`src/rtl/rf_wb_if.sv`:
```
// Issue, ALU/LSU write-back and register-file write bundle for rf_wb_scoreboard.
interface rf_wb_if #(
  parameter int D_WIDTH = 32,
  parameter int A_WIDTH = 5
);
  logic                      iss_valid;
  logic [A_WIDTH-1:0]        iss_rs1;
  logic [A_WIDTH-1:0]        iss_rs2;
  logic                      iss_use1;
  logic                      iss_use2;
  logic                      iss_wr;
  logic [A_WIDTH-1:0]        iss_rd;
  logic                      iss_ready;

  logic                      alu_valid;
  logic [A_WIDTH-1:0]        alu_rd;
  logic [D_WIDTH-1:0]        alu_data;
  logic                      alu_ready;

  logic                      lsu_valid;
  logic [A_WIDTH-1:0]        lsu_rd;
  logic [D_WIDTH-1:0]        lsu_data;
  logic                      lsu_ready;

  logic                      rf_we;
  logic [A_WIDTH-1:0]        rf_waddr;
  logic [D_WIDTH-1:0]        rf_wdata;
  logic [(1<<A_WIDTH)-1:0]   busy_mask;
  logic                      wb_err;

  modport master (
    output iss_valid, iss_rs1, iss_rs2, iss_use1, iss_use2, iss_wr, iss_rd,
    output alu_valid, alu_rd, alu_data,
    output lsu_valid, lsu_rd, lsu_data,
    input  iss_ready, alu_ready, lsu_ready,
    input  rf_we, rf_waddr, rf_wdata, busy_mask, wb_err
  );

  modport slave (
    input  iss_valid, iss_rs1, iss_rs2, iss_use1, iss_use2, iss_wr, iss_rd,
    input  alu_valid, alu_rd, alu_data,
    input  lsu_valid, lsu_rd, lsu_data,
    output iss_ready, alu_ready, lsu_ready,
    output rf_we, rf_waddr, rf_wdata, busy_mask, wb_err
  );
endinterface

```
`src/rtl/rf_wb_scoreboard.sv`:
```
// RAW/WAW scoreboard plus round-robin ALU/LSU arbiter for the single RF write port.
// Grant in N -> registered RF write in N+1, busy clears at end of N+1; losers hold until ready.
module rf_wb_scoreboard #(
  parameter int D_WIDTH = 32,
  parameter int A_WIDTH = 5
) (
  input  logic       clk,
  input  logic       rst_n,
  rf_wb_if.slave     bus
);
  localparam int NREG = 1 << A_WIDTH;

  logic [NREG-1:0]    busy_q;
  logic [NREG-1:0]    busy_n;
  logic               last_lsu_q;
  logic               rf_we_q;
  logic [A_WIDTH-1:0] rf_waddr_q;
  logic [D_WIDTH-1:0] rf_wdata_q;
  logic               wb_err_q;

  logic               hazard_free;
  logic               iss_fire;
  logic               grant_alu;
  logic               grant_lsu;
  logic               grant;
  logic [A_WIDTH-1:0] wb_rd;
  logic [D_WIDTH-1:0] wb_data;

  // busy_q[0] is never set, so x0 reads and writes never stall.
  always_comb begin
    hazard_free = 1'b1;
    if (bus.iss_use1 && busy_q[bus.iss_rs1]) hazard_free = 1'b0;
    if (bus.iss_use2 && busy_q[bus.iss_rs2]) hazard_free = 1'b0;
    if (bus.iss_wr   && busy_q[bus.iss_rd])  hazard_free = 1'b0;
  end

  assign iss_fire  = bus.iss_valid & bus.iss_ready;

  // On a tie the requester that did not win last time is granted.
  assign grant_alu = rst_n & bus.alu_valid & (~bus.lsu_valid | last_lsu_q);
  assign grant_lsu = rst_n & bus.lsu_valid & (~bus.alu_valid | ~last_lsu_q);
  assign grant     = grant_alu | grant_lsu;
  assign wb_rd     = grant_alu ? bus.alu_rd   : bus.lsu_rd;
  assign wb_data   = grant_alu ? bus.alu_data : bus.lsu_data;

  always_comb begin
    busy_n = busy_q;
    if (rf_we_q) busy_n[rf_waddr_q] = 1'b0;
    if (iss_fire && bus.iss_wr && (bus.iss_rd != '0)) busy_n[bus.iss_rd] = 1'b1;
  end

  always_ff @(posedge clk) begin
    if (!rst_n) begin
      busy_q     <= '0;
      last_lsu_q <= 1'b1;
      rf_we_q    <= 1'b0;
      rf_waddr_q <= '0;
      rf_wdata_q <= '0;
      wb_err_q   <= 1'b0;
    end else begin
      busy_q  <= busy_n;
      rf_we_q <= grant && (wb_rd != '0);
      if (grant) begin
        rf_waddr_q <= wb_rd;
        rf_wdata_q <= wb_data;
        last_lsu_q <= grant_lsu;
        if ((wb_rd != '0) && !busy_q[wb_rd]) wb_err_q <= 1'b1;
      end
    end
  end

  assign bus.iss_ready = rst_n & hazard_free;
  assign bus.alu_ready = grant_alu;
  assign bus.lsu_ready = grant_lsu;
  assign bus.rf_we     = rf_we_q;
  assign bus.rf_waddr  = rf_waddr_q;
  assign bus.rf_wdata  = rf_wdata_q;
  assign bus.busy_mask = busy_q;
  assign bus.wb_err    = wb_err_q;
endmodule

```
`src/flat_wrapper.sv`:
```
// flat-port wrapper written by rule: the top's interface ports become plain ports
module rf_wb_scoreboard_flat 
#(
  parameter int D_WIDTH = 32,
  parameter int A_WIDTH = 5
)
  (clk, rst_n, bus_iss_valid, bus_iss_rs1, bus_iss_rs2, bus_iss_use1, bus_iss_use2, bus_iss_wr, bus_iss_rd, bus_alu_valid, bus_alu_rd, bus_alu_data, bus_lsu_valid, bus_lsu_rd, bus_lsu_data, bus_iss_ready, bus_alu_ready, bus_lsu_ready, bus_rf_we, bus_rf_waddr, bus_rf_wdata, bus_busy_mask, bus_wb_err);
  rf_wb_if #(.D_WIDTH(D_WIDTH), .A_WIDTH(A_WIDTH)) bus_i ();
  input  logic clk;
  input  logic rst_n;
  input wire logic [$bits(bus_i.iss_valid)-1:0] bus_iss_valid;
  input wire logic [$bits(bus_i.iss_rs1)-1:0] bus_iss_rs1;
  input wire logic [$bits(bus_i.iss_rs2)-1:0] bus_iss_rs2;
  input wire logic [$bits(bus_i.iss_use1)-1:0] bus_iss_use1;
  input wire logic [$bits(bus_i.iss_use2)-1:0] bus_iss_use2;
  input wire logic [$bits(bus_i.iss_wr)-1:0] bus_iss_wr;
  input wire logic [$bits(bus_i.iss_rd)-1:0] bus_iss_rd;
  input wire logic [$bits(bus_i.alu_valid)-1:0] bus_alu_valid;
  input wire logic [$bits(bus_i.alu_rd)-1:0] bus_alu_rd;
  input wire logic [$bits(bus_i.alu_data)-1:0] bus_alu_data;
  input wire logic [$bits(bus_i.lsu_valid)-1:0] bus_lsu_valid;
  input wire logic [$bits(bus_i.lsu_rd)-1:0] bus_lsu_rd;
  input wire logic [$bits(bus_i.lsu_data)-1:0] bus_lsu_data;
  output wire logic [$bits(bus_i.iss_ready)-1:0] bus_iss_ready;
  output wire logic [$bits(bus_i.alu_ready)-1:0] bus_alu_ready;
  output wire logic [$bits(bus_i.lsu_ready)-1:0] bus_lsu_ready;
  output wire logic [$bits(bus_i.rf_we)-1:0] bus_rf_we;
  output wire logic [$bits(bus_i.rf_waddr)-1:0] bus_rf_waddr;
  output wire logic [$bits(bus_i.rf_wdata)-1:0] bus_rf_wdata;
  output wire logic [$bits(bus_i.busy_mask)-1:0] bus_busy_mask;
  output wire logic [$bits(bus_i.wb_err)-1:0] bus_wb_err;
  assign bus_i.iss_valid = bus_iss_valid;
  assign bus_i.iss_rs1 = bus_iss_rs1;
  assign bus_i.iss_rs2 = bus_iss_rs2;
  assign bus_i.iss_use1 = bus_iss_use1;
  assign bus_i.iss_use2 = bus_iss_use2;
  assign bus_i.iss_wr = bus_iss_wr;
  assign bus_i.iss_rd = bus_iss_rd;
  assign bus_i.alu_valid = bus_alu_valid;
  assign bus_i.alu_rd = bus_alu_rd;
  assign bus_i.alu_data = bus_alu_data;
  assign bus_i.lsu_valid = bus_lsu_valid;
  assign bus_i.lsu_rd = bus_lsu_rd;
  assign bus_i.lsu_data = bus_lsu_data;
  assign bus_iss_ready = bus_i.iss_ready;
  assign bus_alu_ready = bus_i.alu_ready;
  assign bus_lsu_ready = bus_i.lsu_ready;
  assign bus_rf_we = bus_i.rf_we;
  assign bus_rf_waddr = bus_i.rf_waddr;
  assign bus_rf_wdata = bus_i.rf_wdata;
  assign bus_busy_mask = bus_i.busy_mask;
  assign bus_wb_err = bus_i.wb_err;
  rf_wb_scoreboard #(.D_WIDTH(D_WIDTH), .A_WIDTH(A_WIDTH)) u_core (.clk(clk), .rst_n(rst_n), .bus(bus_i));
endmodule
```
`config.mk`:
```
export PLATFORM = sky130hd
export DESIGN_NAME = rf_wb_scoreboard_flat
export DESIGN_NICKNAME = d
export VERILOG_FILES = /design/src/rtl/rf_wb_if.sv /design/src/rtl/rf_wb_scoreboard.sv /design/src/flat_wrapper.sv
export SDC_FILE = /design/constraint.sdc
export NUM_CORES = 1
export LEC_CHECK = 0
export CAP_MARGIN = 20
export CORE_AREA = 10 10 117 119
export CTS_BUF_LIST = sky130_fd_sc_hd__clkbuf_8
export DETAILED_ROUTE_END_ITERATION = 8
export DIE_AREA = 0 0 127 129
export GPL_ROUTABILITY_DRIVEN = 0
export MAX_ROUTING_LAYER = met4
export PLACE_DENSITY = 0.73
export SLEW_MARGIN = 15
export SYNTH_ARGS = -nofsm -noshare
export SYNTH_HDL_FRONTEND = slang
export SYNTH_SLANG_ARGS = --single-unit
```
`constraint.sdc`:
```
create_clock -name clk -period 10.1 [get_ports clk]
set_input_delay 3.03 -clock clk [delete_from_list [all_inputs] [get_ports clk]]
set_output_delay 3.03 -clock clk [all_outputs]
set_load 0.01 [all_outputs]
```
==> results.toml <==
[run_status]
status = "finished clean"

[sta]
finalSetupViolations = 0
timing.hold.ws_ns = 0.511
relSlewSlack = 0.371
skew_ns = 0.0203
min_period_over_period = 0.905
drv_slew = 0
fin_setup_tns_ns = 0
rsz0062_at_grt = "false"
hold_viol_final = 0
period_needed_ns = 9.14
worst_slew_pin_slew_ns = 0.943
max_freq_mhz = 109

[die]
num_rows = 39
initial_utilization = 0.395
core-area_mm2 = 0.0113
die_h_um = 129
die_w_um = 127
dieArea_mm2 = 0.0164
pin_count = 171

[worst_setup_path]
critPathSlowestCell = "clkdlybuf4s50_1"
slowest_delay_ns = 0.75
cp-endpoint = "bus_iss_ready"
startpoint = "bus_iss_rs1[0]"
endpoint_kind = "output pin"
crit_top_cell = "clkdlybuf4s50_1"
rr_startpoint = "u_core.last_lsu_q"
reg2reg_depth = 8
worstSetupStartpointType = "input pin"
critPathArrivalTime_ns = 6.11
worstSetupPathType = "in2out"
r2r_setup_slack_ns = 7.44
path_cells = "clkdlybuf4s50_1 > mux4_2 > nor2b_1 > a211oi_2 > a21oi_1 > a311o_2 > nor2_1 > clkdlybuf4s50_1"
cp.required_ns = 7.07
r2r-end = "u_core.bus.wb_err"
crit_fanout = 7

[detailed_routing]
drc = 0
drt-total-wl_mm = 18.4
first_pass_iters = 5
ant_nets = 0
vias = 4826
vias_per_cell = 6.20
wire_per_inst_um = 23.6
first_iter_violations = 711

[yosys]
synth_edf_count = 0
synth_warnings = 0
synth_largest_area_cell = "dfxtp_1"
syn_area_mm2 = 0.00447
synthCells = 486
yosysSeqAreaShare = 0.323
ys_ff_latch = 72
syn_nets = 583
synthTopCellsByArea = "dfxtp_1 (32%), mux4_2 (10%), o31ai_2 (7.8%)"
syn_avg_cell_area_um2 = 9.19
synth-main-ff-cell = "dfxtp_1"
yosysUniqueCellTypes = 52
async_reset_ff_frac = 0
synth_top_area_frac = 0.323

[grt]
grt_start_max_net_pins = 58
grtUsageTotal = 0.221
grt_antenna_before_repair = 0
grt_pass1_vias = 4710
overflow = 0
grt_pass1_wl_mm = 28.0

[clock_tree]
cts_resized = 0
htreeDepth = 3
cts_buffer_depth = 2
clk_pin_slew_ns = 0.08
worstSkewPairLatency_ns = 0.37
holdBufCountCts = 0
cts_buffers = 9
post_cts_buffers = 0
cts_sinks = 72
root_buffer = "clkbuf_8"
cts_tree = "yes"

[finish]
drive_above_1_share = 0.134
layout_commonest_cell = "clkdlybuf4s50_1"
fillCellCount = 1024
area_growth_pct = 43.6
final_cell_mix = "clkdlybuf4s50_1 (169), dfxtp_1 (72), nor2_1 (48), nand3_1 (39), o21ai_0 (39)"
fin_cells = 778
n_antenna_cell = 0
finalNetCount = 727

[placed_design]
dpl.hpwl_mm = 13.3
placement.io_buffers = 170
dp.cells = 762

[power_and_ir_drop]
power_leakage_nw = 2.27
power.density_mw_per_mm2 = 111
vdd_drop_max_mv = 0.0695

[hold_path]
hold_class = "reg2reg"

[job]
maxCapViolCount = 0
## worst max-delay path, delay by kind of cell
kind	cells	cell delay (ns)
and+or+nand+nor	2	0.47
buffers and inverters	2	1.37
muxes	1	0.55
AOI/OAI and AO/OA	3	0.69
## power breakdown
group	internal [W]	total (W)	switching, W
logic	0.0000863	0.000171	0.0000848
clock network	0.000114	0.000235	0.000120
registers	0.000297	0.000309	0.0000116
total	0.000498	0.000715	0.000217
## final cells by class
class / instances / area, µm² / area share
Sequential cell: 72 / 1440 / 0.225
Clock buffer: 9 / 124 / 0.0193
Tap cell: 143 / 179 / 0.0279
Clock inverter: 7 / 72.6 / 0.0113
Multi-Input combinational cell: 361 / 2810 / 0.438
Inverter: 8 / 30.0 / 0.00468
Timing Repair Buffer: 178 / 1760 / 0.274
## Yosys cell counts, drive strengths merged, types with 4 or more instances
cell type	count
dfxtp	72
nor2	48
nand3	39
o21ai	39
o22ai	32
o31ai	32
mux2i	31
o211ai	29
clkbuf	26
nand2	21
mux4	20
buf	19
inv	8
nor3	6
a31oi	5
nand3b	5
nor2b	5
o211a	5
o311ai	4
## layer usage
layer  GRT usage  part of all wire
met4      0.0770             0.032
met2       0.356              0.49
met3      0.0538             0.087
met5           -                 0
met1       0.264              0.39
## state kept, by name, indices dropped and copies added, names as in the netlist
signal,cells
u_core.bus.busy_mask,32
u_core.bus.rf_waddr,5
u_core.bus.rf_wdata,32
u_core.bus.rf_we,1
u_core.bus.wb_err,1
u_core.last_lsu_q,1
## logic make-up after synthesis
kind of cell,Yosys count,share of synthesized area
mux,54,0.182
compound gates,169,0.295
flops,72,0.323
simple gates,138,0.147
buf+inv,53,0.0538
## worst min path at each step
stage | start | to | slack [ns] | depth (start not counted)
3_5_place_dp | u_core.bus.rf_wdata[11] | u_core.bus.rf_wdata[11] | 0.50 | 2
6_report | u_core.bus.rf_wdata[16] | u_core.bus.rf_wdata[16] | 0.51 | 2
5_1_grt | u_core.bus.rf_wdata[10] | u_core.bus.rf_wdata[10] | 0.54 | 2
4_1_cts | u_core.bus.rf_wdata[16] | u_core.bus.rf_wdata[16] | 0.52 | 2
3_3_place_gp | u_core.bus.rf_wdata[7] | u_core.bus.rf_wdata[7] | 0.49 | 2
2_1_floorplan | u_core.last_lsu_q | u_core.last_lsu_q | 0.48 | 2
## per-stage QoR
| step | power, W | utilization | instance area (µm²) | worst slack (ns) |
|---|---|---|---|---|
| after floorplan | 0.000396 | - | 4470 | 2.25 |
| after global placement | 0.000482 | 0.549 | 6220 | 1.01 |
| after detailed placement | 0.000485 | 0.549 | 6220 | 0.970 |
| after CTS | 0.000715 | 0.567 | 6410 | 0.958 |
| after global routing | 0.000745 | 0.567 | 6410 | 0.865 |
| final | 0.000715 | 0.567 | 6410 | 0.964 |
No activity file was read; power rests on OpenSTA's default activity.
